===== src/rtl/fb_pkg.sv =====
// Shared types for the framebuffer write port: pixel request record,
// write-cycle FSM states, SRAM geometry and the colour-to-SRAM-word packer.
// Latency: n/a (types only). Backpressure: n/a.
package fb_pkg;

  localparam int FB_W   = 320;
  localparam int FB_H   = 240;
  localparam int ADDR_W = 18;
  localparam int X_W    = 9;
  localparam int Y_W    = 9;
  localparam int RGB_W  = 15;

  typedef struct packed {
    logic [X_W-1:0]   x;
    logic [Y_W-1:0]   y;
    logic [RGB_W-1:0] rgb;
  } pixel_req_t;

  typedef enum logic [1:0] {
    IDLE   = 2'd0,
    SETUP  = 2'd1,
    STROBE = 2'd2,
    HOLD   = 2'd3
  } fbw_state_e;

  // SRAM word layout: colour in the upper 15 bits, LSB unused.
  function automatic logic [15:0] pack_rgb(input logic [RGB_W-1:0] rgb);
    return {rgb, 1'b0};
  endfunction

endpackage


===== src/rtl/fb_req_fifo.sv =====
// Request FIFO for pixel writes; registered count, head visible on rd_data.
// Latency: a pushed entry is visible at the head one clk after the push.
// Backpressure: full blocks pushes (ignored), empty blocks pops (ignored).
// Ports: clk/rst_n, push/wr_data, pop/rd_data, full, empty, count.
module fb_req_fifo #(
  parameter int DEPTH = 16,
  parameter int W     = 33,
  localparam int AW   = $clog2(DEPTH),
  localparam int CW   = AW + 1
) (
  input  logic          clk,
  input  logic          rst_n,
  input  logic          push,
  input  logic [W-1:0]  wr_data,
  input  logic          pop,
  output logic [W-1:0]  rd_data,
  output logic          full,
  output logic          empty,
  output logic [CW-1:0] count
);

  logic [W-1:0]  mem [DEPTH];
  logic [AW-1:0] wr_ptr;
  logic [AW-1:0] rd_ptr;
  logic          do_push;
  logic          do_pop;

  assign full    = (count == CW'(DEPTH));
  assign empty   = (count == '0);
  assign do_push = push && !full;
  assign do_pop  = pop && !empty;
  assign rd_data = mem[rd_ptr];

  // Storage needs no reset: count gates every read.
  always_ff @(posedge clk) begin
    if (do_push) mem[wr_ptr] <= wr_data;
  end

  // DEPTH is a power of two, so the pointers wrap naturally.
  always_ff @(posedge clk or negedge rst_n) begin
    if (!rst_n) begin
      wr_ptr <= '0;
      rd_ptr <= '0;
      count  <= '0;
    end else begin
      if (do_push) wr_ptr <= wr_ptr + 1'b1;
      if (do_pop)  rd_ptr <= rd_ptr + 1'b1;
      case ({do_push, do_pop})
        2'b10:   count <= count + 1'b1;
        2'b01:   count <= count - 1'b1;
        default: count <= count;
      endcase
    end
  end

endmodule


===== src/rtl/fb_writer.sv =====
// SRAM framebuffer write port: queues pixel writes, runs SETUP/STROBE/HOLD
// cycles only while win (blanking) is high. Latency: accept at N -> SETUP N+1,
// WE low N+2, HOLD N+3. Backpressure: in_ready = !full (plus clear in progress).
// Ports: in_* request (valid/ready), win, sram_* bus drive, bus_own, busy.
// Optional macro FB_WRITER_CLEAR_EN adds clr_req/clr_rgb full-screen clear.
module fb_writer
  import fb_pkg::*;
#(
  parameter int DEPTH = 16,
  parameter int XW    = 9,
  parameter int YW    = 9
) (
  input  logic              clk,
  input  logic              rst_n,
  input  logic              in_valid,
  output logic              in_ready,
  input  logic [XW-1:0]     in_x,
  input  logic [YW-1:0]     in_y,
  input  logic [14:0]       in_rgb,
  input  logic              win,
`ifdef FB_WRITER_CLEAR_EN
  input  logic              clr_req,
  input  logic [14:0]       clr_rgb,
`endif
  output logic              bus_own,
  output logic [ADDR_W-1:0] sram_addr,
  output logic [15:0]       sram_dq_out,
  output logic              sram_dq_oe,
  output logic              sram_we_n,
  output logic              busy
);

  localparam int CW = $clog2(DEPTH) + 1;

  fbw_state_e        state_q, state_d;
  pixel_req_t        wr_req, head;
  logic              fifo_full, fifo_empty, fifo_pop, load;
  logic [CW-1:0]     fifo_count;
  logic [ADDR_W-1:0] load_addr;
  logic [15:0]       load_dq;
  logic              clr_active;
  logic              cur_clr;
  logic              have_work;

  always_comb begin
    wr_req     = '0;
    wr_req.x   = in_x;
    wr_req.y   = in_y;
    wr_req.rgb = in_rgb;
  end

  fb_req_fifo #(.DEPTH(DEPTH), .W($bits(pixel_req_t))) u_fifo (
    .clk     (clk),
    .rst_n   (rst_n),
    .push    (in_valid && in_ready),
    .wr_data (wr_req),
    .pop     (fifo_pop),
    .rd_data (head),
    .full    (fifo_full),
    .empty   (fifo_empty),
    .count   (fifo_count)
  );

`ifdef FB_WRITER_CLEAR_EN
  localparam logic [X_W-1:0] X_LAST = X_W'(FB_W - 1);
  localparam logic [Y_W-1:0] Y_LAST = Y_W'(FB_H - 1);

  logic [X_W-1:0]   clr_x;
  logic [Y_W-1:0]   clr_y;
  logic [RGB_W-1:0] clr_rgb_q;

  // Sweep pointer advances when a clear write commits (SETUP->STROBE);
  // a new request restarts the sweep even if a clear write is in flight.
  always_ff @(posedge clk or negedge rst_n) begin
    if (!rst_n) begin
      clr_active <= 1'b0;
      clr_x      <= '0;
      clr_y      <= '0;
      clr_rgb_q  <= '0;
    end else if (clr_req) begin
      clr_active <= 1'b1;
      clr_x      <= '0;
      clr_y      <= '0;
      clr_rgb_q  <= clr_rgb;
    end else if (state_q == SETUP && cur_clr && clr_active) begin
      if (clr_y == Y_LAST) begin
        clr_y <= '0;
        if (clr_x == X_LAST) begin
          clr_x      <= '0;
          clr_active <= 1'b0;
        end else begin
          clr_x <= clr_x + 1'b1;
        end
      end else begin
        clr_y <= clr_y + 1'b1;
      end
    end
  end

  assign in_ready = !fifo_full && !clr_active;
  assign busy     = (fifo_count != '0) || (state_q != IDLE) || clr_active;
`else
  assign clr_active = 1'b0;
  assign in_ready   = !fifo_full;
  assign busy       = (fifo_count != '0) || (state_q != IDLE);
`endif

  assign have_work = !fifo_empty || clr_active;

  // Clear sweep takes priority over queued pixels.
  always_comb begin
    load_addr = {head.x, head.y};
    load_dq   = pack_rgb(head.rgb);
`ifdef FB_WRITER_CLEAR_EN
    if (clr_active) begin
      load_addr = {clr_x, clr_y};
      load_dq   = pack_rgb(clr_rgb_q);
    end
`endif
  end

  always_comb begin
    state_d  = state_q;
    load     = 1'b0;
    fifo_pop = 1'b0;
    case (state_q)
      IDLE: begin
        if (have_work && win) begin
          state_d = SETUP;
          load    = 1'b1;
        end
      end
      SETUP: begin
        state_d  = STROBE;
        fifo_pop = !cur_clr;
      end
      STROBE: state_d = HOLD;
      HOLD: begin
        if (have_work && win) begin
          state_d = SETUP;
          load    = 1'b1;
        end else begin
          state_d = IDLE;
        end
      end
      default: state_d = IDLE;
    endcase
  end

  // Bus outputs are registered from the next state, so address/data only
  // change on entry to SETUP while WE is low only in STROBE.
  always_ff @(posedge clk or negedge rst_n) begin
    if (!rst_n) begin
      state_q     <= IDLE;
      cur_clr     <= 1'b0;
      sram_addr   <= '0;
      sram_dq_out <= '0;
      sram_we_n   <= 1'b1;
      bus_own     <= 1'b0;
    end else begin
      state_q   <= state_d;
      sram_we_n <= (state_d != STROBE);
      bus_own   <= (state_d != IDLE);
      if (load) begin
        sram_addr   <= load_addr;
        sram_dq_out <= load_dq;
        cur_clr     <= clr_active;
      end
    end
  end

  assign sram_dq_oe = bus_own;

endmodule


===== config.mk =====
export PLATFORM = sky130hd
export DESIGN_NAME = fb_writer
export DESIGN_NICKNAME = d
export VERILOG_FILES = /design/src/rtl/fb_pkg.sv /design/src/rtl/fb_req_fifo.sv /design/src/rtl/fb_writer.sv
export SDC_FILE = /design/constraint.sdc
export NUM_CORES = 1
export LEC_CHECK = 0
export ABC_AREA = 1
export ABC_CLOCK_PERIOD_IN_PS = 6400
export CAP_MARGIN = 0
export CORE_AREA = 4 4 319 321
export CTS_CLUSTER_SIZE = 10
export DETAILED_ROUTE_END_ITERATION = 10
export DIE_AREA = 0 0 323 325
export PLACE_DENSITY = 0.41
export SLEW_MARGIN = 20
export SYNTH_ARGS = -nofsm -noshare
export SYNTH_HDL_FRONTEND = slang
export SYNTH_HIERARCHICAL = 1
export SYNTH_SLANG_ARGS = --single-unit
export TNS_END_PERCENT = 50

===== constraint.sdc =====
create_clock -name clk -period 6.4 [get_ports clk]
set_input_delay 1.6 -clock clk [delete_from_list [all_inputs] [get_ports clk]]
set_output_delay 1.6 -clock clk [all_outputs]
set_load 0.02 [all_outputs]

==> results_dict.tcl <==
set metrics [dict create \
    clock_path_buffers 3 \
    clock_sinks 578 \
    dieArea_um2 105000 \
    fin_skew_ps 15.8 \
    die_width_um 323 \
    nets 2466 \
    clock_tree.root_cell "clkbuf_16" \
    path_class "in -> reg" \
    synth-seq-area-share_pct 69.8 \
    drive_gt1_share_pct 6.33 \
    power.density_nw_per_um2 449 \
    cts.clk_slew.worst_paths_ps 50 \
    hold_slack_ps 482 \
    die_h_um 325 \
    num_vias 16000 \
    postCtsSetupRepairBufs 0 \
    place.gp.congestion 0.802 \
    reg2reg_setup_slack_ps 3110 \
    fmax_mhz 270 \
    drt-pass1-iter-count 5 \
    grt-ovfl-total 0 \
    initial_core_util_pct 24.7 \
    worstSetupStartpointType "input pin" \
    grt_usage_pct 13.3 \
    peakVddDrop_uv 335 \
    r2r-end "sram_addr[1]$_DFFE_PN0P_" \
    hold_path.class "reg -> reg" \
    dp_hpwl_um 41800 \
    leakagePower_nw 11.6 \
    r2r_start "u_fifo/rd_ptr[0]$_DFFE_PN0P_" \
    syn_area_um2 24500 \
    postSynthCellCount 2350 \
    ios 76 \
    core_area_um2 99300 \
    cts_hold_buffers 0 \
    vias_per_cell 4.24 \
    synth_area_per_cell_um2 10.4 \
    hold_end "sram_dq_out[12]$_DFFE_PN0P_" \
    grt_max_degree 218 \
    critPathCaptureType "flip-flop" \
    min-delay-start "sram_dq_out[12]$_DFFE_PN0P_" \
    setup_viol 0 \
    worstMarginPinSlew_ps 1070 \
    antenna_found_initial 3 \
    grt_pass1_wl_um 104000 \
    area_growth_pct 18.0 \
    cts_resized 0 \
    required_ps 6650 \
    relSlewSlack_pct 28.8 \
    wl_um 70300 \
    mostFrequentLayoutCells "903 x nand2_1, 528 x edfxtp_1, 256 x inv_1" \
    crit_fanout 17 \
    slew_violations 0 \
    synth.net_count 2402 \
    synth_cell_types 25 \
    ant_nets 0 \
    ys_ff_latch 578 \
    cts_tree "done" \
    drv_cap 0 \
    first_global_vias 15800 \
    grt_setup_unrepaired "false" \
    row_count 116 \
    ys.warnings.count 6 \
    final_hold_viol_count 0 \
    wl_per_cell_um 18.7 \
    drt-initial-drc-count 1082 \
    drc 0 \
    cts_max_level 3 \
    cts_buffers 72 \
    period_needed_ps 3700 \
    fin_setup_tns_ps 0 \
    status "completed" \
    port_buffers 74 \
    insertion_delay_ps 600 \
    layout_commonest_cell "nand2_1" \
    finalCritPeriodShare_pct 57.9 \
    cp.arrival_ps 3950 \
    reg2reg_depth 10 \
    whs_path_depth 2 \
]
-- cells in the mapped netlist --
library cell,instances,share of area (%)
buf_1,4,0.061
buf_2,60,1.2
buf_4,23,0.70
buf_6,7,0.32
clkbuf_1,17,0.26
conb_1,1,0.015
dfrtp_1,49,5.0
dfstp_2,1,0.11
edfxtp_1,528,65
fa_1,1,0.082
ha_1,14,0.71
inv_1,258,3.9
inv_2,4,0.061
nand2_1,903,14
nand3_1,204,4.2
nand3_2,1,0.041
nand4_1,4,0.10
nor2_1,223,3.4
nor2_2,1,0.026
o21ai_0,8,0.16
o21ai_1,17,0.35
o21ai_2,13,0.46
or2_2,1,0.026
xnor2_1,3,0.11
xor2_1,5,0.18
-- sequential cells by signal, summed over array words and instances, names as in the netlist --
register,cells
u_fifo/count,5
sram_we_n,1
u_fifo/mem,528
u_fifo/rd_ptr,4
u_fifo/wr_ptr,4
bus_own,1
sram_addr,18
state_q,2
sram_dq_out,15
-- cell families (layout without fill, tap and decap cells) --
group / after synthesis / count (layout) / share of synthesized area [%]
AND/OR/NAND/NOR: 1337 / 1337 / 21.6
flip-flops: 578 / 578 / 69.8
buffers and inverters: 373 / 487 / 6.58
AO/OA/AOI/OAI: 38 / 38 / 0.974
adder cells (fa/ha/maj): 15 / 15 / 0.796
XOR/XNOR: 8 / 8 / 0.286
other: 1 / 3 / 0.0153
-- critical path, stage by stage --
cell and delay [ps]:
clkdlybuf4s50_1 450, inv_1 40, nor2_1 80, nand2_1 220, inv_1 240, nand2_1 280, nor2_4 580, buf_4 440
-- worst max-delay path by stage --
stage	depth (start not counted)	slack, ps	endpoint	startpoint
3_5_place_dp	8	2020	u_fifo/mem[11][18]$_DFFE_PP_	in_valid
5_1_grt	8	2500	u_fifo/mem[9][28]$_DFFE_PP_	in_valid
4_1_cts	4	2630	busy	state_q[0]$_DFF_PN0_
3_3_place_gp	7	1910	u_fifo/mem[8][9]$_DFFE_PP_	in_valid
6_report	8	2700	u_fifo/mem[9][28]$_DFFE_PP_	in_valid
2_1_floorplan	6	2480	u_fifo/mem[0][0]$_DFFE_PP_	in_valid
-- metal layers --
metal / vias to the layer above / share of wire (%) / global-route usage, %
met5: - / 0 / 0
met4: 0 / 1.7 / 3.28
met3: 89 / 6.0 / 2.97
met2: 361 / 45 / 20.8
met1: 7819 / 48 / 18.9
li1: 7689 / - / -
-- power by group --
| part | internal [mW] | switching, mW |
|---|---|---|
| Sequential | 4.61 | 0.216 |
| Combinational | 1.24 | 3.16 |
| Clock | 2.24 | 1.52 |
| Total | 8.09 | 4.90 |
-- final cells by class --
cell class / count / area (µm²)
Clock buffer: 111 / 2090
Antenna cell: 2 / 5.00
Inverter: 262 / 990
Tap cell: 1298 / 1620
Fill cell: 10300 / 70300
Clock inverter: 13 / 62.6
Timing Repair Buffer: 101 / 1120
Sequential cell: 578 / 17100
Multi-Input combinational cell: 1399 / 5940
-- metrics by stage --
stage / instance area, µm² / setup WS, ps / std cells / power (mW) / utilization, %
after global placement: 26500 / 1910 / 3627 / 9.32 / 26.7
after floorplan: 24500 / 2480 / 2350 / 7.72 / -
after global routing: 28900 / 2500 / 3762 / 13.9 / 29.1
after detailed placement: 26700 / 2020 / 3635 / 9.37 / 26.9
after CTS: 28900 / 2630 / 3759 / 13.2 / 29.1
final: 28900 / 2700 / 3764 / 13.0 / 29.2
Note: power is estimated with default switching activity, not from simulation.
